## src/rtl/fetch_stage.sv

```systemverilog
// -----------------------------------------------------------------------------
// fetch_stage
//
// Instruction-fetch stage sitting directly in front of a combinational
// instruction ROM. It owns the program counter and presents it on
// imem_addr. It registers the returned word into the IF/ID pipeline
// register (if_instr / if_pc / if_valid) for decode.
//
// Handshake: decode accepts the IF/ID register on every clock edge where
// stall=0. While stall=1 the register, pc and fetch_cnt hold. A redirect
// from execute always wins and flushes the slot. Only valid/ready-style
// signal here is if_valid (valid) paired with !stall (ready).
//
// Ports:
//   clk, rst_n        clock, asynchronous active-low reset
//   imem_addr         word address to instruction memory (== pc)
//   imem_iw           instruction word returned combinationally
//   stall             decode cannot accept; hold everything
//   redirect_valid    branch taken / flush from execute
//   redirect_pc       redirect target
//   halt_req          stop fetching after the current cycle
//   if_valid          IF/ID register holds a live instruction
//   if_instr, if_pc   registered instruction and its fetch address
//   halted            FSM is in HALTED
//   fetch_cnt         saturating count of issued instructions
//   dbg_state         raw FSM state (BOOT=0, RUN=1, HALTED=2)
// -----------------------------------------------------------------------------
module fetch_stage #(
  parameter int unsigned          ADDR_W   = 8,
  parameter int unsigned          IW_W     = 16,
  parameter logic [ADDR_W-1:0]    RESET_PC = '0,
  parameter logic [3:0]           JMP_OPC  = 4'b0010
) (
  input  logic              clk,
  input  logic              rst_n,
  output logic [ADDR_W-1:0] imem_addr,
  input  logic [IW_W-1:0]   imem_iw,
  input  logic              stall,
  input  logic              redirect_valid,
  input  logic [ADDR_W-1:0] redirect_pc,
  input  logic              halt_req,
  output logic              if_valid,
  output logic [IW_W-1:0]   if_instr,
  output logic [ADDR_W-1:0] if_pc,
  output logic              halted,
  output logic [15:0]       fetch_cnt,
  output logic [1:0]        dbg_state
);

  typedef enum logic [1:0] {
    ST_BOOT   = 2'd0,
    ST_RUN    = 2'd1,
    ST_HALTED = 2'd2
  } state_t;

  state_t            r_state;
  logic [ADDR_W-1:0] r_pc;
  logic              r_if_valid;
  logic [IW_W-1:0]   r_if_instr;
  logic [ADDR_W-1:0] r_if_pc;
  logic              r_halted;
  logic [15:0]       r_fetch_cnt;

  logic              w_is_jmp;
  logic [ADDR_W-1:0] w_pc_seq;
  logic [ADDR_W-1:0] w_pc_issue;
  logic [15:0]       w_cnt_inc;

  // Predecode of the word currently being fetched: an unconditional jump
  // steers pc straight to its target so no bubble is inserted.
  assign w_is_jmp   = (imem_iw[IW_W-1 -: 4] == JMP_OPC);
  assign w_pc_seq   = r_pc + ADDR_W'(1);
  assign w_pc_issue = w_is_jmp ? imem_iw[ADDR_W-1:0] : w_pc_seq;
  assign w_cnt_inc  = (r_fetch_cnt == 16'hFFFF) ? r_fetch_cnt : r_fetch_cnt + 16'd1;

  always_ff @(posedge clk or negedge rst_n) begin
    if (!rst_n) begin
      r_state     <= ST_BOOT;
      r_pc        <= RESET_PC;
      r_if_valid  <= 1'b0;
      r_if_instr  <= '0;
      r_if_pc     <= '0;
      r_halted    <= 1'b0;
      r_fetch_cnt <= '0;
    end else begin
      case (r_state)
        // One dead cycle after reset release; nothing is issued and
        // redirect/halt requests are ignored.
        ST_BOOT: begin
          r_state <= ST_RUN;
        end

        ST_RUN: begin
          if (redirect_valid) begin
            // Word at the old pc is dropped; one invalid slot follows.
            r_pc       <= redirect_pc;
            r_if_valid <= 1'b0;
          end else if (halt_req && !stall) begin
            r_if_valid <= 1'b0;
            r_halted   <= 1'b1;
            r_state    <= ST_HALTED;
          end else if (!stall) begin
            r_if_instr  <= imem_iw;
            r_if_pc     <= r_pc;
            r_if_valid  <= 1'b1;
            r_fetch_cnt <= w_cnt_inc;
            r_pc        <= w_pc_issue;
          end
        end

        ST_HALTED: begin
          r_if_valid <= 1'b0;
          if (redirect_valid) begin
            r_pc     <= redirect_pc;
            r_halted <= 1'b0;
            r_state  <= ST_RUN;
          end
        end

        default: begin
          r_state    <= ST_BOOT;
          r_if_valid <= 1'b0;
          r_halted   <= 1'b0;
        end
      endcase
    end
  end

  // imem_addr is a pure register copy: no combinational path from
  // stall/redirect into the ROM address.
  assign imem_addr = r_pc;
  assign if_valid  = r_if_valid;
  assign if_instr  = r_if_instr;
  assign if_pc     = r_if_pc;
  assign halted    = r_halted;
  assign fetch_cnt = r_fetch_cnt;
  assign dbg_state = r_state;

endmodule

```

## config.mk

```make
export PLATFORM = sky130hd
export DESIGN_NAME = fetch_stage
export DESIGN_NICKNAME = d
export VERILOG_FILES = /design/src/rtl/fetch_stage.sv
export SDC_FILE = /design/constraint.sdc
export NUM_CORES = 1
export LEC_CHECK = 0
export BUFFER_PORTS_ARGS = -buffer_cell sky130_fd_sc_hd__buf_2
export CORE_MARGIN = 1.5
export CORE_UTILIZATION = 50
export CTS_BUF_LIST = sky130_fd_sc_hd__clkbuf_16
export CTS_CLUSTER_DIAMETER = 120
export DETAILED_ROUTE_END_ITERATION = 16
export GPL_TIMING_DRIVEN = 0
export PLACE_DENSITY_LB_ADDON = 0.05
export SLEW_MARGIN = 10
export SYNTH_ARGS = -nofsm -noshare
export SYNTH_HDL_FRONTEND = slang
export SYNTH_SLANG_ARGS = --single-unit
```

## constraint.sdc

```tcl
create_clock -name clk -period 2.1 [get_ports clk]
set_input_delay 0.42 -clock clk [delete_from_list [all_inputs] [get_ports clk]]
set_output_delay 0.42 -clock clk [all_outputs]
set_load 0.05 [all_outputs]
```

; Word-level counts from Yosys, hierarchy flattened
; Index checks and enable logic that the tools add are counted.
[classes]
add_sub_neg = 2
n_eq_ne = 10
muxes = 18
bitwise_logic = 5
reduce_logical = 10
[ops]
columns = cell, count
row1 = 8-bit 2-to-1 mux, 5
row2 = "16-bit by 1-bit adder with 16-bit output, second input constant", 1
row3 = "16-bit == test, second input constant", 1
row4 = 8-bit case mux with 2 select lines, 1
row5 = 4-bit AND reduction, 3
row6 = "8-bit by 1-bit adder with 8-bit output, second input constant", 1
row7 = 1-bit 2-to-1 mux, 6
row8 = 2-bit 2-to-1 mux, 3
row9 = "2-bit inequality test, second input constant", 3
row10 = "3-bit inequality test, second input constant", 2
row11 = 2-bit case mux with 3 select lines, 1
row12 = 1-bit NOT, 5
row13 = 5-bit AND reduction, 1
row14 = "4-bit by 2-bit == test with 1-bit output, second input constant", 1
row15 = "4-bit inequality test, second input constant", 1
row16 = 1-bit case mux with 3 select lines, 1
row17 = 3-bit AND reduction, 1
row18 = "2-bit by 1-bit == test with 1-bit output, second input constant", 1
row19 = "2-bit == test, second input constant", 1
row20 = 2-bit logical NOT, 1
row21 = 1-bit case mux with 2 select lines, 1
row22 = 2-bit AND reduction, 1
row23 = 2-bit nonzero test, 1
row24 = 1-bit logical AND, 1
row25 = 1-bit logical NOT, 1
[totals]
register_bits = 52
input_bits = 29
output_inout_bits = 52
word_cells = 52

; Logic depth before layout (Yosys ltp)
; Gate-level depths: netlist (run 1).
[depth]
ltp_word = 6
depth_mapped = 7
ltp_nobuf = 5

; Worst setup path after synthesis (run 1)
; OpenSTA, ideal clock, no wires.
[synth_timing]
path_kind = reg-to-reg
start = register r_fetch_cnt[0], in the netlist fetch_cnt[0]
end = register r_fetch_cnt[1], in the netlist fetch_cnt[1]
setup_time_ns = 0.128
arrival_ns = 2.163
required_ns = 1.972
setup_slack_ns = -0.191
stages_incl_launch_ff = 7
path_buffers = 1
period_less_slack_ns = 2.291
cell_sequence = dfrtp_1 ha_1 nand3_1 or3_1 clkbuf_1 o21ai_1 mux2_1
[synth_between]
elab_chain_cells = 3
word_cells_on_any_way = 4
cone_classes = add/sub: 1 / eq/ne: 1 / bitwise: 1 / reduce/logical: 1
[synth_rtl]
columns = item, line
row1 = from (decl), 62  ; logic [15:0] r_fetch_cnt;
row2 = from (signal assigned), 106  ; r_fetch_cnt <= w_cnt_inc;
row3 = branches (longest 3 deep; another with 16-bit by 1-bit adder with 16-bit output), -
; Parallel ways; which one is timed is not known.
; A chain may end at the register's enable or synchronous reset.

; Worst setup path in the final report (run 1)
[layout_timing]
start = register r_state[0], in the netlist dbg_state[0]
end = register r_fetch_cnt[8], in the netlist fetch_cnt[8]
[layout_between]
elab_chain_cells = 2
[layout_rtl]
columns = item, line
row1 = from (decl), 56  ; state_t r_state;
row2 = from (signal assigned), 78  ; r_state <= ST_BOOT;
row3 = from (signal assigned), 90  ; r_state <= ST_RUN;
row4 = from (signal assigned), 101  ; r_state <= ST_HALTED;
row5 = 2-bit by 1-bit == test with 1-bit output, 86  ; case (r_state)
row6 = 5-bit AND reduction (no source line), -
; Every way passes these cells.

==> impl_metrics.json, run 1 <==
{
  "reg2reg_depth": 5,
  "tightest_slew_ps": 643,
  "r2r_start": "dbg_state[0]",
  "die_h_um": 74.0,
  "holdWs_ps": 162,
  "num_vias": 2017,
  "drcViolationCount": 0,
  "vias_per_cell": 5.27,
  "async_reset_ff_frac": 1.00,
  "grt_pass1_wl_um": 8710,
  "holdBufCountCts": 0,
  "post_drt_wl_per_cell_um": 14.1,
  "numCtsBuffers": 5,
  "cp_max_fo": 7,
  "cts_buffer_depth": 2,
  "ys_seq_elements": 52,
  "ant_nets": 0,
  "syn_area_per_cell_um2": 11.1,
  "core_um2": 4790,
  "final_layout_size_suffix_gt1_frac": 0.418,
  "max-cap-violations": 0,
  "ioPinCount": 81,
  "n_fill_cell": 432,
  "min_period_ps": 2010,
  "yosysMostFrequentCell": "dfrtp_1",
  "leakagePower_nw": 1.46,
  "htreeDepth": 2,
  "cts_tree": "built",
  "ir_drop_mv": 0.899,
  "drt_iter0_drc": 87,
  "synth_edf_count": 0,
  "yosys_warnings": 0,
  "max_freq_ghz": 0.498,
  "syn_area_um2": 2520,
  "crit_type": "flip-flop to flip-flop",
  "relSlewSlack": 0.572,
  "antenna_cells": 0,
  "yosysSeqAreaShare": 0.516,
  "synth_top_area_frac": 0.516,
  "cts_root_buf": "clkbuf_16",
  "worst_setup_path_start_kind": "flip-flop",
  "end_kind": "flip-flop",
  "routed_wl_um": 5390,
  "final_util": 0.667,
  "status": "finished clean",
  "finalCritPeriodShare": 0.955,
  "hold_class": "primary input to asynchronous set/reset pin",
  "nets": 346,
  "synthTopCellsByArea": "dfrtp_1 52%, mux2_2 11%, xnor2_1 4.9%, nand2_1 2.7%, nor2_1 2.4%",
  "syn2layout_area_growth_pct": 26.6,
  "rows": 25,
  "pwr_density_cell_nw_per_um2": 1190,
  "gp_congestion": 0.809,
  "rr_endpoint": "fetch_cnt[8]",
  "clock_sinks": 52,
  "hpwl_um": 3860,
  "synth_cell_types": 46,
  "rsz0062_at_grt": "no",
  "start_util": 0.527,
  "synth_top_area_cell": "dfrtp_1",
  "die_area_um2": 5470,
  "die_w_um": 74.0,
  "first_pass_iters": 4,
  "hold_viol": 0,
  "grt_pass1_vias": 1862,
  "synthFlopType": "dfrtp_1",
  "r2r_setup_slack_ps": 90,
  "maxSlewViolCount": 0,
  "track_usage": 0.206,
  "netlist_instances": 227,
  "synth_nets": 258,
  "setup_violations": 0,
  "antenna_found_initial": 0,
  "synth_common_cells": "52 x dfrtp_1, 24 x mux2_2, 18 x nand2_1",
  "clock_skew_ps": 4.14,
  "clkTransAtPathRegs_ps": 70,
  "setup_tns_ps": 0,
  "crit_required_ps": 2270,
  "arrival_ps": 2180,
  "io_buffers": 80,
  "grt.overflow.total": 0,
  "clk_latency_ps": 290,
  "grt_max_degree": 53
}
how the worst max path moves through the flow:
stage              endpoint  slack, ps            from
2_1_floorplan  fetch_cnt[1]        -40    fetch_cnt[2]
3_3_place_gp   if_instr[10]       -190  redirect_valid
3_5_place_dp   if_instr[12]       -190  redirect_valid
4_1_cts        fetch_cnt[1]          5    fetch_cnt[0]
5_1_grt        fetch_cnt[8]          2    dbg_state[0]
6_report       fetch_cnt[8]         90    dbg_state[0]
cell usage in the layout (no fill, tap or decap), drive strengths merged, types with 2 or more instances in the layout:
| cell type | count |
|---|---|
| and3 | 2 |
| nor2 | 16 |
| a31oi | 6 |
| nand4b | 2 |
| nand2 | 18 |
| xor2 | 2 |
| mux2 | 26 |
| ha | 2 |
| nand4 | 6 |
| or4b | 2 |
| xnor2 | 14 |
| clkbuf | 11 |
| nand3 | 11 |
| o21ai | 10 |
| o211ai | 6 |
| a211o | 3 |
| clkinvlp | 2 |
| a22o | 2 |
| inv | 4 |
| a21oi | 3 |
| buf | 87 |
| nor2b | 2 |
| nor4 | 4 |
| nor3 | 2 |
| dfrtp | 52 |
| or3 | 6 |
| mux2i | 2 |
report_power, final:
group | switching (mW) | internal (mW) | total [mW]
Sequential | 0.196 | 1.24 | 1.43
Clock | 0.367 | 0.444 | 0.811
Combinational | 1.14 | 0.432 | 1.57
Total | 1.70 | 2.11 | 3.81
kinds of logic (layout without fill, tap and decap cells):
kind of cell,count (synthesis),in the layout,share of synthesized area
buf+inv,16,105,0.0283
flops,52,52,0.516
simple gates,75,75,0.163
mux,28,28,0.126
fa+ha+maj,2,2,0.00993
compound gates,38,38,0.101
xor+xnor,16,16,0.0556
metal layers:
metal  global-route usage  vias to the layer above  share of wire
li1                     -                      992              -
met1                0.312                      975           0.50
met2                0.305                       45           0.46
met3               0.0352                        5          0.037
met4               0.0617                        0          0.012
met5                    0                        -              0
state kept, by name, indices dropped and copies added (netlist names):
| register | cells |
|---|---|
| if_pc | 8 |
| fetch_cnt | 16 |
| if_instr | 16 |
| halted | 1 |
| imem_addr | 8 |
| dbg_state | 2 |
| if_valid | 1 |
worst max-delay path: stages (launching register included):
cell	delay (ps)
dfrtp_2	420
or4b_1	430
buf_2	190
nor4_4	420
nand3_2	130
mux2_4	300
through the flow:
| step | cells | setup WS (ps) | instance area [µm²] | power [mW] |
|---|---|---|---|---|
| final | 383 | 93.9 | 3190 | 3.81 |
| after floorplan | 227 | -42.8 | 2520 | 2.62 |
| after CTS | 382 | 5.10 | 3160 | 3.84 |
| after global placement | 374 | -194 | 3010 | 3.00 |
| after detailed placement | 374 | -192 | 3010 | 3.02 |
| after global routing | 383 | 1.86 | 3190 | 4.01 |
cell type report:
| type | count | area (µm²) | share of cell area |
|---|---|---|---|
| buffer | 11 | 61.3 | 0.0192 |
| clock buffer | 5 | 125 | 0.0392 |
| clock inverter | 3 | 23.8 | 0.00745 |
| inverter | 4 | 15.0 | 0.00471 |
| multi-input combinational | 159 | 1160 | 0.363 |
| sequential | 52 | 1310 | 0.409 |
| tap | 67 | 83.8 | 0.0263 |
| timing repair buffer | 82 | 418 | 0.131 |
what timing repair did:
item,4_1_cts,5_1_grt
endpoints found under the setup margin,0,11
hold endpoints to repair,0,0
gates resized for setup,0,7
buffers inserted,0,2
Power figures use the tool's default switching activity.
==> run 2: changes to the inputs <==
--- a/config.mk
+++ b/config.mk
@@ -13,6 +13,7 @@
 export DETAILED_ROUTE_END_ITERATION = 16
 export GPL_TIMING_DRIVEN = 0
 export PLACE_DENSITY_LB_ADDON = 0.05
+export SETUP_SLACK_MARGIN = 0.4
 export SLEW_MARGIN = 10
 export SYNTH_ARGS = -nofsm -noshare
 export SYNTH_HDL_FRONTEND = slang
==> run 2 against run 1 <==
Against the previous run:
- critical endpoint is now if_instr[12]
- clock power rose by 44%
- cell count rose by 2.9%
- critical path type unchanged
- routed wire length increased by 15%
==> impl_metrics.json, run 2 (synthesis results as in run 1) <==
{
  "setup_tns_ps": 0,
  "final_cell_mix": "79 x buf_2, 39 x dfrtp_1, 17 x nand2_1",
  "crit_family": "simple AND/OR/NAND/NOR gates",
  "placedCellCount": 374,
  "crit_chain": "or4b_4, buf_8, nor2_4, buf_8, buf_8, mux2_2",
  "holdBufCountCts": 0,
  "cts_root_buf": "clkbuf_16",
  "max-cap-violations": 0,
  "clock_skew_ps": 3.54,
  "r2r_start": "dbg_state[0]",
  "cts_buffer_depth": 2,
  "antenna_found_initial": 0,
  "max_freq_ghz": 0.557,
  "clock_sinks": 52,
  "die_area_um2": 5470,
  "final_layout_size_suffix_gt1_frac": 0.514,
  "finalInstanceArea_um2": 3560,
  "placedInstanceArea_um2": 3100,
  "crit_required_ps": 2270,
  "critical_path_buf_inv_count": 3,
  "relSlewSlack": 0.567,
  "hpwl_um": 4120,
  "pwr_density_cell_nw_per_um2": 1230,
  "num_vias": 2094,
  "crit_type": "flip-flop to flip-flop",
  "status": "finished clean",
  "ff_latch_area_um2": 1320,
  "io_buffers": 80,
  "min_period_ps": 1790,
  "grt.overflow.total": 0,
  "grt_pass1_vias": 2061,
  "finalCritPeriodShare": 0.855,
  "track_usage": 0.235,
  "worst_setup_path_start_kind": "flip-flop",
  "ioPinCount": 81,
  "drcViolationCount": 0,
  "cp_max_fo": 5,
  "htreeDepth": 2,
  "rows": 25,
  "stdcell_count": 394,
  "reg2reg_depth": 6,
  "leakagePower_nw": 1.62,
  "ir_drop_mv": 0.800,
  "grt_pass1_wl_um": 9740,
  "routed_wl_um": 6170,
  "holdWs_ps": 160,
  "clkTransAtPathRegs_ps": 70,
  "multi_input_area_um2": 1290,
  "slowest_stage": "or4b_4",
  "first_pass_iters": 4,
  "drt_iter0_drc": 103,
  "r2r_setup_slack_ps": 310,
  "rr_endpoint": "if_instr[12]",
  "syn2layout_area_growth_pct": 41.5,
  "slowest_delay_ps": 470,
  "start_util": 0.527,
  "hold_viol": 0,
  "hold_class": "primary input to asynchronous set/reset pin",
  "numCtsBuffers": 5,
  "ant_nets": 0,
  "nets": 357,
  "post_drt_wl_per_cell_um": 15.7,
  "grt_max_degree": 53,
  "cp_common_cell": "buf_8",
  "cts_tree": "built",
  "rsz0062_at_grt": "yes",
  "vias_per_cell": 5.31,
  "arrival_ps": 1970,
  "end_kind": "flip-flop",
  "n_fill_cell": 338,
  "die_h_um": 74.0,
  "maxSlewViolCount": 0,
  "clk_latency_ps": 290,
  "tightest_slew_ps": 650,
  "core_um2": 4790,
  "antenna_cells": 0,
  "setup_violations": 0,
  "die_w_um": 74.0,
  "gp_congestion": 0.869,
  "layout_commonest_cell": "buf_2"
}
run 2: worst register-to-register path, delay by kind of cell (launching register included):
kind,cells,cell delay (ps)
multiplexers,1,330
AND/OR/NAND/NOR,2,570
buffers and inverters,3,420
flip-flops,1,360
run 2: area by class of cell:
class	count	area share
flip-flops and latches	52	0.370
multi-input cells	159	0.362
repair buffers	92	0.149
clock buffers	5	0.0351
plain buffers	12	0.0316
clock inverters	3	0.0253
well taps	67	0.0235
inverters	4	0.00421
run 2: repair_timing:
item                                    CTS  global route
setup buffers                             9             2
endpoints found under the setup margin   42            43
gates cloned                              0             1
gates resized for setup                  20            10
pin swaps                                 4             3
run 2: metrics by stage:
stage	util	power, mW	setup WS, ps
final	0.745	4.37	305
after global routing	0.745	4.55	248
after CTS	0.727	4.36	282
after detailed placement	0.648	3.07	-54.0
after global placement	0.648	3.04	-28.2
after floorplan	-	2.66	113
run 2: worst max path at each step:
stage          slack (ps)            to  depth (start not counted)            from
2_1_floorplan         110  if_instr[10]                          6    dbg_state[0]
3_3_place_gp          -30  if_instr[10]                          7  redirect_valid
3_5_place_dp          -50  fetch_cnt[9]                          6  redirect_valid
4_1_cts               280  if_instr[12]                          6    dbg_state[0]
5_1_grt               250  if_instr[10]                          6    dbg_state[0]
6_report              310  if_instr[12]                          6    dbg_state[0]
run 2: where the power goes:
group          total (mW)  internal [mW]  switching (mW)  leakage (nW)
registers            1.45           1.24           0.210         0.626
clock network        1.17          0.803           0.367         0.104
logic                1.75          0.545            1.20         0.890
total                4.37           2.59            1.78          1.62
run 2: metal layers:
metal / track usage / part of all wire / up-vias
li1: - / - / 1011
met3: 0.0569 / 0.056 / 7
met1: 0.306 / 0.43 / 1014
met4: 0.0638 / 0.0092 / 0
met5: 0 / 0 / -
met2: 0.394 / 0.50 / 62
==> run 3: changes to the inputs <==
--- a/config.mk
+++ b/config.mk
@@ -5,7 +5,7 @@
 export SDC_FILE = /design/constraint.sdc
 export NUM_CORES = 1
 export LEC_CHECK = 0
-export BUFFER_PORTS_ARGS = -buffer_cell sky130_fd_sc_hd__buf_2
+export BUFFER_PORTS_ARGS = -buffer_cell sky130_fd_sc_hd__clkbuf_2
 export CORE_MARGIN = 1.5
 export CORE_UTILIZATION = 50
 export CTS_BUF_LIST = sky130_fd_sc_hd__clkbuf_16
==> run 3 against run 2 <==
Against the previous run:
- sequential share of layout area grew 0.091 points
- hold slack gained 45 ps
- flip-flop and latch count is the same
- maximum frequency shrank 1.1%
- cell count grew 2.0%
- clock skew grew 2.8 ps
- power shrank 0.99%
- sequential power is essentially flat
- largest power group unchanged
- register-to-register slack lost 20 ps
- clock power is essentially flat
==> impl_metrics.json, run 3 (synthesis results as in run 1) <==
{
  "status": "finished clean",
  "clock_skew_ps": 6.32,
  "holdBufCountCts": 0,
  "rsz0062_at_grt": "yes",
  "hpwl_um": 4160,
  "clkTransAtPathRegs_ps": 70,
  "start_util": 0.527,
  "post_drt_wl_per_cell_um": 15.5,
  "relSlewSlack": 0.537,
  "die_area_um2": 5470,
  "grt_pass1_vias": 2055,
  "crit_required_ps": 2280,
  "nets": 365,
  "die_h_um": 74.0,
  "setup_violations": 0,
  "slowest_stage": "or4b_4",
  "final_cell_mix": "79 x clkbuf_2, 39 x dfrtp_1, 24 x mux2_2",
  "layout_commonest_cell": "clkbuf_2",
  "vias_per_cell": 5.40,
  "hold_viol": 0,
  "clk_latency_ps": 290,
  "syn2layout_area_growth_pct": 41.1,
  "final_util": 0.743,
  "dp_slack_ps": -53.2,
  "routed_wl_um": 6240,
  "pwr_density_cell_nw_per_um2": 1220,
  "grt.overflow.total": 0,
  "min_period_ps": 1820,
  "multi_input_area_um2": 1240,
  "io_buffers": 80,
  "worst_setup_path_start_kind": "flip-flop",
  "max_freq_ghz": 0.551,
  "maxSlewViolCount": 0,
  "grt_pass1_wl_um": 9830,
  "antenna_cells": 0,
  "crit_type": "flip-flop to flip-flop",
  "cts_root_buf": "clkbuf_16",
  "n_fill_cell": 353,
  "holdWs_ps": 206,
  "end_kind": "flip-flop",
  "crit_chain": "or4b_4, buf_8, buf_4, nor4_4, o211ai_1, xnor2_1",
  "htreeDepth": 2,
  "slowest_delay_ps": 470,
  "leakagePower_nw": 1.62,
  "hold_class": "primary input to asynchronous set/reset pin",
  "tightest_slew_ps": 695,
  "numCtsBuffers": 5,
  "cts_tree": "built",
  "ant_nets": 0,
  "drcViolationCount": 0,
  "first_pass_iters": 4,
  "die_w_um": 74.0,
  "cts_buffer_depth": 2,
  "setup_tns_ps": 0,
  "gp_congestion": 0.867,
  "antenna_found_initial": 0,
  "arrival_ps": 1990,
  "max-cap-violations": 0,
  "track_usage": 0.238,
  "ff_latch_area_um2": 1320,
  "drt_iter0_drc": 96,
  "stdcell_count": 402,
  "placedCellCount": 374,
  "core_um2": 4790,
  "rows": 25,
  "clock_sinks": 52,
  "finalCritPeriodShare": 0.864,
  "num_vias": 2171,
  "ioPinCount": 81,
  "grt_max_degree": 53,
  "cp_max_fo": 4,
  "final_layout_size_suffix_gt1_frac": 0.516,
  "setup_ws_ps": 285,
  "ir_drop_mv": 0.897
}
-- run 3: layout make-up --
cell class / instances / area share
clock buffers: 5 / 0.0352
plain buffers: 12 / 0.0334
flip-flops and latches: 52 / 0.371
clock inverters: 3 / 0.0253
inverters: 4 / 0.00422
repair buffers: 100 / 0.158
well taps: 67 / 0.0236
multi-input cells: 159 / 0.350
-- run 3: routing by layer --
layer | global-route usage | up-vias | share of wire
li1 | - | 1029 | -
met1 | 0.301 | 1047 | 0.43
met2 | 0.387 | 78 | 0.49
met3 | 0.0678 | 17 | 0.059
met4 | 0.0947 | 0 | 0.024
met5 | 0 | - | 0
-- run 3: path summary, 6_finish.rpt --
path                              start             to  slack (ps)  depth (start not counted)
max                        dbg_state[0]  fetch_cnt[11]         280                          6
min                               rst_n   dbg_state[0]         210                          1
max reg2reg                dbg_state[0]  fetch_cnt[11]         280                          6
min reg2reg                 if_instr[3]    if_instr[3]         510                          1
max in group asynchronous         rst_n   fetch_cnt[6]        1400                          1
min in group clk             imem_iw[9]    if_instr[9]         360                          2
-- run 3: report_power, final --
group	internal, mW	total, mW	switching (mW)	leakage, nW
clock network	0.803	1.16	0.355	0.104
logic	0.510	1.71	1.20	0.891
registers	1.24	1.46	0.214	0.626
total	2.56	4.33	1.77	1.62
-- run 3: worst max-delay path, delay by kind of cell (launching register included) --
kind                      cells  cell delay, ps
DFF                           1             350
and+or+nand+nor               2             720
buffers and inverters         2             290
AOI/OAI and AO/OA             1             180
xor gates and xnor gates      1             150
-- run 3: metrics by stage --
step                total power, mW  cell area [µm²]
floorplan                      2.66             2620
global placement               3.04             3100
detailed placement             3.07             3100
CTS                            4.34             3510
global route                   4.51             3560
finish                         4.33             3560
-- run 3: timing repair --
action | CTS | global route
gates resized for setup | 15 | 9
hold endpoints to repair | 0 | 0
endpoints found under the setup margin | 42 | 45
setup buffers | 16 | 3
pin swaps | 5 | 3
gates cloned | 1 | 0
